--- src/rtl/apb_wait_ram.sv ---
// APB slave word RAM with configurable access-phase wait states, byte strobes
// and an optional read-only upper region; all responses are registered.
module apb_wait_ram #(
    parameter int DW          = 32,
    parameter int AW          = 8,
    parameter int DEPTH       = 32,
    parameter int WAIT_STATES = 0,
    parameter int RO_BASE     = DEPTH
) (
    input  logic            pclk,
    input  logic            presetn,
    input  logic            psel,
    input  logic            penable,
    input  logic            pwrite,
    input  logic [AW-1:0]   paddr,
    input  logic [DW-1:0]   pwdata,
    input  logic [DW/8-1:0] pstrb,
    output logic [DW-1:0]   prdata,
    output logic            pready,
    output logic            pslverr
);

    localparam int          NB        = DW / 8;
    localparam int          IW        = (DEPTH > 1) ? $clog2(DEPTH) : 1;
    localparam logic [31:0] DEPTH_U   = 32'(DEPTH);
    localparam logic [31:0] RO_BASE_U = 32'(RO_BASE);

    typedef enum logic [1:0] {
        ST_IDLE = 2'd0,
        ST_WAIT = 2'd1,
        ST_RESP = 2'd2
    } state_t;

    state_t          state_r, state_nxt_s;
    logic [3:0]      cnt_r, cnt_nxt_s;
    logic [AW-1:0]   addr_r;
    logic            write_r;
    logic [DW-1:0]   wdata_r;
    logic [NB-1:0]   strb_r;
    logic            capture_s;
    logic            do_write_s;
    logic [DW-1:0]   prdata_nxt_s;
    logic            pready_nxt_s;
    logic            pslverr_nxt_s;
    logic            in_range_s;
    logic            writable_s;
    logic [IW-1:0]   idx_s;
    logic [DW-1:0]   mem_r [DEPTH];

    // Decode the captured word index against the array size and read-only base.
    assign in_range_s = (32'(addr_r) < DEPTH_U);
    assign writable_s = in_range_s && (32'(addr_r) < RO_BASE_U);
    assign idx_s      = addr_r[IW-1:0];

    // Next-state and registered-output decisions.
    always_comb begin
        state_nxt_s   = state_r;
        cnt_nxt_s     = cnt_r;
        prdata_nxt_s  = prdata;
        pready_nxt_s  = pready;
        pslverr_nxt_s = pslverr;
        capture_s     = 1'b0;
        do_write_s    = 1'b0;
        case (state_r)
            ST_IDLE: begin
                if (psel && !penable) begin
                    capture_s   = 1'b1;
                    cnt_nxt_s   = 4'(WAIT_STATES);
                    state_nxt_s = ST_WAIT;
                end else begin
                    state_nxt_s = ST_IDLE;
                end
            end
            ST_WAIT: begin
                if (!psel) begin
                    state_nxt_s = ST_IDLE;
                end else if (penable) begin
                    if (cnt_r != 4'd0) begin
                        cnt_nxt_s = cnt_r - 4'd1;
                    end else begin
                        state_nxt_s  = ST_RESP;
                        pready_nxt_s = 1'b1;
                        if (write_r) begin
                            do_write_s    = writable_s;
                            pslverr_nxt_s = !writable_s;
                            prdata_nxt_s  = {DW{1'b0}};
                        end else begin
                            pslverr_nxt_s = !in_range_s;
                            prdata_nxt_s  = in_range_s ? mem_r[idx_s] : {DW{1'b0}};
                        end
                    end
                end else begin
                    state_nxt_s = ST_WAIT;
                end
            end
            ST_RESP: begin
                pready_nxt_s  = 1'b0;
                pslverr_nxt_s = 1'b0;
                prdata_nxt_s  = {DW{1'b0}};
                state_nxt_s   = ST_IDLE;
            end
            default: begin
                pready_nxt_s  = 1'b0;
                pslverr_nxt_s = 1'b0;
                prdata_nxt_s  = {DW{1'b0}};
                state_nxt_s   = ST_IDLE;
            end
        endcase
    end

    // State, counter and response registers.
    always_ff @(posedge pclk or negedge presetn) begin
        if (!presetn) begin
            state_r <= ST_IDLE;
            cnt_r   <= 4'd0;
            prdata  <= {DW{1'b0}};
            pready  <= 1'b0;
            pslverr <= 1'b0;
        end else begin
            state_r <= state_nxt_s;
            cnt_r   <= cnt_nxt_s;
            prdata  <= prdata_nxt_s;
            pready  <= pready_nxt_s;
            pslverr <= pslverr_nxt_s;
        end
    end

    // Setup-phase capture; later bus changes cannot disturb the transfer.
    always_ff @(posedge pclk or negedge presetn) begin
        if (!presetn) begin
            addr_r  <= {AW{1'b0}};
            write_r <= 1'b0;
            wdata_r <= {DW{1'b0}};
            strb_r  <= {NB{1'b0}};
        end else if (capture_s) begin
            addr_r  <= paddr;
            write_r <= pwrite;
            wdata_r <= pwdata;
            strb_r  <= pstrb;
        end
    end

    // Byte-lane memory write; contents deliberately survive reset.
    always_ff @(posedge pclk) begin
        for (int i = 0; i < NB; i++) begin
            if (do_write_s && strb_r[i]) begin
                mem_r[idx_s][8*i +: 8] <= wdata_r[8*i +: 8];
            end
        end
    end

endmodule

--- config.mk ---
export PLATFORM = sky130hd
export DESIGN_NAME = apb_wait_ram
export DESIGN_NICKNAME = d
export VERILOG_FILES = /design/src/rtl/apb_wait_ram.sv
export SDC_FILE = /design/constraint.sdc
export NUM_CORES = 1
export LEC_CHECK = 0
export CORE_MARGIN = 3
export CORE_UTILIZATION = 40
export DETAILED_ROUTE_END_ITERATION = 8
export PLACE_DENSITY = 0.61
export REMOVE_ABC_BUFFERS = 1
export SYNTH_ARGS = -nofsm -noshare
export SYNTH_HDL_FRONTEND = slang
export SYNTH_SLANG_ARGS = --single-unit
--- constraint.sdc ---
create_clock -name pclk -period 5.92 [get_ports pclk]
set_clock_uncertainty 0.05 [all_clocks]
set_input_delay 1.184 -clock pclk [delete_from_list [all_inputs] [get_ports pclk]]
set_output_delay 1.184 -clock pclk [all_outputs]
set_load 0.01 [all_outputs]
# Word level (Yosys, flattened, before mapping)
# Memories as Yosys holds them, arrays and structs flattened.
# Cells that the tools add are included.
# Widths: inputs -> output; s select.
# word_totals
register_bits	85
latch_bits	0
ramBits	1024
rom_bits	0
output_inout_bits	34
n_memories	1
# mem_list
memory	words	width	rd	rd_clocked_by_memory_dff	write_ports	line_no	source
mem_r	32	32	1	0	1	48	logic [DW-1:0] mem_r [DEPTH];
# classes
n_addsub	1
multipliers	0
div	0
order_cmp	1
eq_ne	7
shifts	0
mux	39
bitwise	1
reduce_logical	12
# op_table
cell	n
$mux 32	5
$pmux 32 s2	1
$mux 1	22
$mux 4	4
$ne 2x2->1 const B	5
$lt 8x6->1 const B	1
$pmux 4 s2	1
$mux 2	3
$logic_and 1x1->1	5
$reduce_and 5->1	1
$ne 4x4->1 const B	1
$pmux 1 s2	2
$pmux 2 s2	1
$reduce_and 4->1	1
$reduce_bool 4->1	1
$sub 4x1->4 const B	1
$eq 2x1->1 const B	1
$logic_not 1->1	2
$logic_not 2->1	1
$reduce_bool 2->1	1
$not 1->1	1

# Longest topological paths before layout
# Gate-level depths: netlist of the first run.
# logic_depth
word_depth	9
depth_mapped	9

# Least setup slack after synthesis of the first run
# Ideal clock, no wire load.
# synth_path
kind	input to register
from	in psel
to	mem mem_r[10][0] (enable)
setup_ns	0.370
arrival_ns	2.705
t_required_ns	5.500
slack_ns	2.794
stages	7
cell_sequence	nand3_1 or2_2 clkbuf_1 nor4b_4 nand2_1 buf_6 nor2_1
# synth_via
elab_chain_cells	5
# synth_lines
item	line_no	source
from (decl)	12	input logic psel,
$mux 1	75	if (!psel) begin
$mux 1	64	case (state_r)
$logic_and 1x1->1	146	if (do_write_s && strb_r[i]) begin
$mux 1	146	
$mux 1 (implied by the code)	147	mem_r[idx_s][8*i +: 8] <= wdata_r[8*i +: 8];
to (decl)	48	
# No other way between the ends.

# Final worst setup path of the first run
# layout_path
from	in penable
to	mem mem_r[30][11] (enable)
# layout_via
elab_chain_cells	6
# layout_lines
item	line_no	source
from (decl)	13	input logic penable,
$mux 1	77	end else if (penable) begin
$mux 1	75	
$mux 1	64	
$logic_and 1x1->1	146	
$mux 1	146	
$mux 1 (implied by the code)	147	
# No other way between the ends.

==> impl_metrics.csv, run 1 <==
group,metric,value,unit
status,run_status,"finished clean",
global_route,grt_pass1_wl,165,mm
synthesis,synth_cells,2432,
drt,via_count,23000,
clock_network,tritoncts,"built",
final_layout,seq_area,32900,um^2
final_layout,layout.cells.most_common_list,"sky130_fd_sc_hd__edfxtp_1 (1024), sky130_fd_sc_hd__mux2i_1 (514), sky130_fd_sc_hd__o22ai_1 (257)",
synthesis,synth-warning-count,0,
die,core.rowCount,119,
clock_network,postCtsSetupBuffers,0,
global_route,global_route.usage.total,20.6,%
final_layout,layout_commonest_cell,"sky130_fd_sc_hd__edfxtp_1",
drt,drt-total-wl,117,mm
clock_network,number_of_hold_buffers_added_after_cts,0,
synthesis,syn_area_per_cell,17.6,um^2
synthesis,synthesis_stage_register_bit_count,1109,
pwr,power_density,416,nW/um^2
synthesis,synth.yosys.seq_area_share,77.0,%
drt,detailedRoute.firstIterationViolations,2665,
clock_network,clk_pin_slew_worst_paths,0.06,ns
placed_design,placement.io_buffers,82,
clock_network,h_tree_level_count,3,
timing,setup_repair_after_global_routing_missed_its_margin,"no",
timing,report.final.setup_viol,0,
clock_network,cts_root_buf,"sky130_fd_sc_hd__clkbuf_16",
synthesis,postSynth.asyncResetShare,7.66,%
final_layout,fillerInstances,8706,
clock_network,clkLatencyLatePin,0.67,ns
global_route,met3_usage,4.73,%
global_route,grt_max_degree,105,
synthesis,synth_flop_cell,"sky130_fd_sc_hd__edfxtp_1",
critical_path,setup.worst_path.class,"input port to register",
synthesis,post_synth_num_cell_types,36,
timing,slew_headroom,25.0,%
pwr,standby_leakage_power,16.8,nW
clock_network,cts_buffers,111,
placed_design,dp_cells,3784,
timing,final.period_utilization,63.6,%
die,design.core.area,106000,um^2
final_layout,syn2layout_area_growth,14.6,%
flow_run,drv.max_cap_violation_count,0,
global_route,grt_remaining_overflow,0,
timing,drv_slew,0,
synthesis,syn_area,42700,um^2
critical_path,critPathMaxFanout,32,
hold_path,timing.hold.worst.class,"register to register",
global_route,grt_busiest_layer,"met2",
global_route,first_global_vias,23100,
die,dieWidth,333,um
die,pin_count,83,
drt,wire_per_inst,29.3,um
timing,measured_slew_at_the_worst_slew_check_pin,1.12,ns
final_layout,post_route_cells_drive_above_1_share,11.6,%
drt,drt.antenna.violating_nets,0,
clock_network,clockBufferDepth,3,
timing,maxClockFrequency,266,MHz
placed_design,detailed_place_hpwl,73.0,mm
clock_network,cts_repair_resize_count,0,
final_layout,post_layout_nonfiller_instances,3992,
timing,report.final.hold_viol_count,0,
global_route,grt_antenna_before_repair,3,
placed_design,finalWeightedCongestion,0.906,
drt,drc_errors,0,
critical_path,worstPathArrival,4.00,ns
final_layout,antenna_cells,0,
final_layout,final_net_count,2557,
final_layout,multi_input_area,9170,um^2
die,initial_utilization,40.4,%
pwr,ir_drop,0.000317,V
drt,route.detailed.vias_per_inst,5.75,
global_route,grt_util_met1,26.8,%
die,die-area,111000,um^2
timing,period_needed,3.77,ns
critical_path,required,6.15,ns
drt,drt_pass_1_iters,6,
critical_path,setup.worst_path.end_class,"register",
synthesis,synth-edff-count,1024,
clock_network,cts.sinks,1109,
critical_path,setup.worst_path.start_class,"input port",
global_route,global_route.usage.met2,33.9,%
timing,totalNegativeSetupSlack,0,ns
die,die_height,333,um
## final timing paths
check                      cells after the start  slack, ns      start            end
max                                            7       2.15    penable  mem_r[30][11]
min                                            1       0.46  prdata[0]      prdata[0]
max reg2reg                                    6       2.19  addr_r[2]     prdata[11]
min reg2reg                                    1       0.46  prdata[0]      prdata[0]
max in group asynchronous                      2       4.16    presetn    wdata_r[25]
min in group asynchronous                      1       0.52    presetn     prdata[15]
## sequential cells by signal (all words and copies together), names as in the netlist
name     flops
wdata_r     32
state_r      2
cnt_r        4
addr_r       8
pready       1
write_r      1
strb_r       4
mem_r     1024
pslverr      1
prdata      32
## through the flow
step	setup slack, ns	total power, W	area [um^2]	util [%]	hold slack (ns)
after global routing	2.04	0.0210	48900	46.3	0.470
after CTS	2.20	0.0205	48900	46.3	0.459
after floorplan	-12.88	0.0124	42000	-	0.422
after detailed placement	1.49	0.0130	45000	42.6	0.437
after global placement	1.53	0.0130	45000	42.6	0.433
final	2.15	0.0204	48900	46.3	0.457
## cell type report
class | count | share of cell area [%]
flip-flops and latches | 1109 | 67.3
repair buffers | 114 | 2.29
well taps | 1391 | 3.56
multi-input cells | 1166 | 18.7
inverters | 4 | 0.0307
clock buffers | 129 | 5.92
clock inverters | 79 | 2.17
## synth_stat cells, drive strengths merged, types with 2 or more instances
master   count  area share [%]
mux2        45             1.2
nand4b       4           0.082
xnor2        2           0.041
or4b         4           0.094
and3b        2           0.041
ha           2           0.059
clkbuf     121             1.1
nand4bb      6            0.16
nor3b        2           0.035
nor2b        4           0.059
a22o        34            0.70
o22ai      257             3.8
edfxtp    1024              72
dfrtp       85             5.0
nand2       68            0.60
nor4        66            0.98
nor3         2           0.023
nor2       136             1.2
buf         32            0.53
nand4        2           0.029
mux2i      514              12
inv          4           0.035
nand3        6           0.070
## logic make-up after synthesis
kind of cell	count (synthesis)	share of synthesized area [%]
buffers and inverters	157	1.63
xor gates and xnor gates	2	0.0410
AOI/OAI and AO/OA	293	4.49
muxes	559	13.2
adders and majority gates	2	0.0586
DFF	1109	77.0
and+or+nand+nor	310	3.53
## worst max-delay path: stages
cell,delay [ns]
sky130_fd_sc_hd__clkdlybuf4s50_1,0.61
sky130_fd_sc_hd__nand3_1,0.12
sky130_fd_sc_hd__or2_2,0.38
sky130_fd_sc_hd__nor4b_4,0.63
sky130_fd_sc_hd__nand2_1,0.13
sky130_fd_sc_hd__buf_4,0.32
sky130_fd_sc_hd__nor2_1,0.59
## metal layers
| layer | up-vias | part of all wire (%) |
|---|---|---|
| li1 | 9857 | - |
| met1 | 11800 | 40 |
| met2 | 1074 | 48 |
| met3 | 216 | 8.4 |
| met4 | 8 | 3.7 |
| met5 | - | 0.040 |
## power by group
part           total (W)  internal, W  switching (W)
clock            0.00752      0.00459        0.00293
combinational    0.00269      0.00106        0.00164
sequential        0.0102      0.00922       0.000936
total             0.0204       0.0149        0.00550
Power figures use the tool's default switching activity.
==> run 2, diff against run 1 <==
clock period = 3.8 ns   (was 5.92 ns; I/O delays follow)
==> impl_metrics.csv, run 2 (same netlist as run 1, synthesis figures left out) <==
group,metric,value,unit
timing,setup_repair_after_global_routing_missed_its_margin,"no",
critical_path,worstPathCellList,"nand4bb_2, buf_4, o22ai_1, nor4_1, nand2_1, a22o_1",
global_route,global_route.usage.total,20.2,%
critical_path,r2r-start,"addr_r[3]",
critical_path,cp_slowest_stage_delay,0.89,ns
final_layout,top_register,"mem_r",
critical_path,cp_slowest_cell,"sky130_fd_sc_hd__dfrtp_1",
critical_path,critPathMaxFanout,25,
drt,detailedRoute.firstIterationViolations,2352,
critical_path,reg2reg_depth,6,
final_layout,top_regs,"mem_r: 1024 flops, prdata: 32 flops, wdata_r: 32 flops",
die,die-area,111000,um^2
drt,drt-total-wl,114,mm
clock_network,cts_root_buf,"sky130_fd_sc_hd__clkbuf_16",
timing,maxClockFrequency,295,MHz
global_route,first_global_vias,23900,
die,pin_count,83,
timing,report.final.setup_viol,0,
die,core.rowCount,119,
global_route,grt_pass1_wl,164,mm
timing,totalNegativeSetupSlack,0,ns
timing,period_needed,3.39,ns
status,run_status,"finished clean",
critical_path,r2r-end,"prdata[0]",
critical_path,worstPathArrival,3.90,ns
critical_path,worst-r2r-setup-slack,0.41,ns
drt,route.detailed.vias_per_inst,5.58,
clock_network,cts_buffers,110,
global_route,grt_remaining_overflow,0,
timing,final.period_utilization,89.1,%
clock_network,clockBufferDepth,3,
critical_path,required,4.31,ns
clock_network,number_of_hold_buffers_added_after_cts,0,
clock_network,cts_repair_resize_count,0,
clock_network,cts.sinks,1109,
final_layout,final_net_count,2767,
timing,measured_slew_at_the_worst_slew_check_pin,1.06,ns
die,die_height,333,um
final_layout,finish.utilization,47.6,%
final_layout,largest_reg_flops,1024,
clock_network,h_tree_level_count,3,
die,dieWidth,333,um
placed_design,detailed_place_hpwl,74.7,mm
drt,drt.antenna.violating_nets,0,
final_layout,layout.cells.most_common_list,"sky130_fd_sc_hd__edfxtp_1 (1024), sky130_fd_sc_hd__mux2i_1 (514), sky130_fd_sc_hd__o22ai_1 (257)",
timing,slew_headroom,29.4,%
timing,report.final.hold_viol_count,0,
die,initial_utilization,40.4,%
critical_path,setup.worst_path.start_class,"register",
clock_network,postCtsSetupBuffers,0,
hold_path,timing.hold.worst.class,"input port to async pin",
critical_path,setup.worst_path.end_class,"register",
placed_design,finalWeightedCongestion,0.853,
timing,timing.hold.ws,0.0864,ns
final_layout,antenna_cells,0,
critical_path,setup.worst_path.class,"register to register",
placed_design,post_detailed_placement_cell_area,46600,um^2
pwr,power_density,619,nW/um^2
final_layout,post_route_cells_drive_above_1_share,16.6,%
clock_network,clkLatencyLatePin,0.69,ns
placed_design,placement.io_buffers,82,
final_layout,layout_commonest_cell,"sky130_fd_sc_hd__edfxtp_1",
final_layout,final_cell_area,50300,um^2
pwr,ir_drop,0.000416,V
pwr,report.power.total,0.0311,W
final_layout,syn2layout_area_growth,17.8,%
drt,via_count,23500,
drt,wire_per_inst,27.1,um
drt,drc_errors,0,
clock_network,tritoncts,"built",
clock_network,clk_pin_slew_worst_paths,0.06,ns
flow_run,drv.max_cap_violation_count,0,
die,design.core.area,106000,um^2
drt,drt_pass_1_iters,5,
timing,drv_slew,0,
pwr,standby_leakage_power,17.8,nW
global_route,grt_max_degree,58,
global_route,grt_antenna_before_repair,3,
==> run 2: changes by cell type in the layout (fill, tap and decap cells not counted), sizes merged <==
| cell | delta |
|---|---|
| buf | +211 |
| bufinv | -15 |
| clkbuf | +21 |
| inv | -4 |
==> run 2: worst max-delay path, delay by kind of cell, from the launching register on <==
kind | cells | cell delay, ns
AOI/OAI and AO/OA | 2 | 0.42
buffers and inverters | 1 | 0.37
DFF | 1 | 0.89
and+or+nand+nor | 3 | 1.49
==> run 2: power breakdown <==
part	switching [W]	leakage [nW]	total, W	internal (W)
Combinational	0.00360	5.74	0.00551	0.00191
Clock	0.00454	1.76	0.0109	0.00633
Sequential	0.000406	10.3	0.0148	0.0143
Total	0.00855	17.8	0.0311	0.0226
==> run 2: worst max path at each step <==
stage / endpoint / slack [ns] / depth (start not counted) / startpoint
2_1_floorplan: mem_r[4][0] / -15.00 / 3 / addr_r[1]
4_1_cts: prdata[24] / 0.51 / 5 / addr_r[4]
3_3_place_gp: mem_r[5][27] / 0.27 / 9 / penable
6_report: prdata[0] / 0.41 / 6 / addr_r[3]
3_5_place_dp: mem_r[5][24] / 0.23 / 9 / penable
5_1_grt: prdata[24] / 0.29 / 5 / addr_r[4]
==> run 2: layer usage <==
| metal | share of wire [%] | vias to the layer above | track usage (%) | routed length, um |
|---|---|---|---|---|
| met1 | 41 | 11900 | 27.3 | 46700 |
| met5 | 0.021 | - | 0 | 24 |
| li1 | - | 10300 | - | - |
| met3 | 7.8 | 212 | 3.68 | 8860 |
| met2 | 48 | 1062 | 33.0 | 54400 |
| met4 | 3.3 | 4 | 7.28 | 3770 |
==> run 2: final cells by class <==
class	count	area, um^2
fill	8650	55300
sequential	1109	32900
multi-input combinational	1166	9170
clock buffer	150	3060
timing repair buffer	325	2810
tap	1391	1740
clock inverter	60	624
inverter	4	15.0
==> run 2: metrics by stage <==
step                setup slack (ns)  std cells
floorplan                     -15.00       2279
global placement               0.274       3995
detailed placement             0.230       3995
CTS                            0.511       4205
global route                   0.294       4205
finish                         0.413       4205
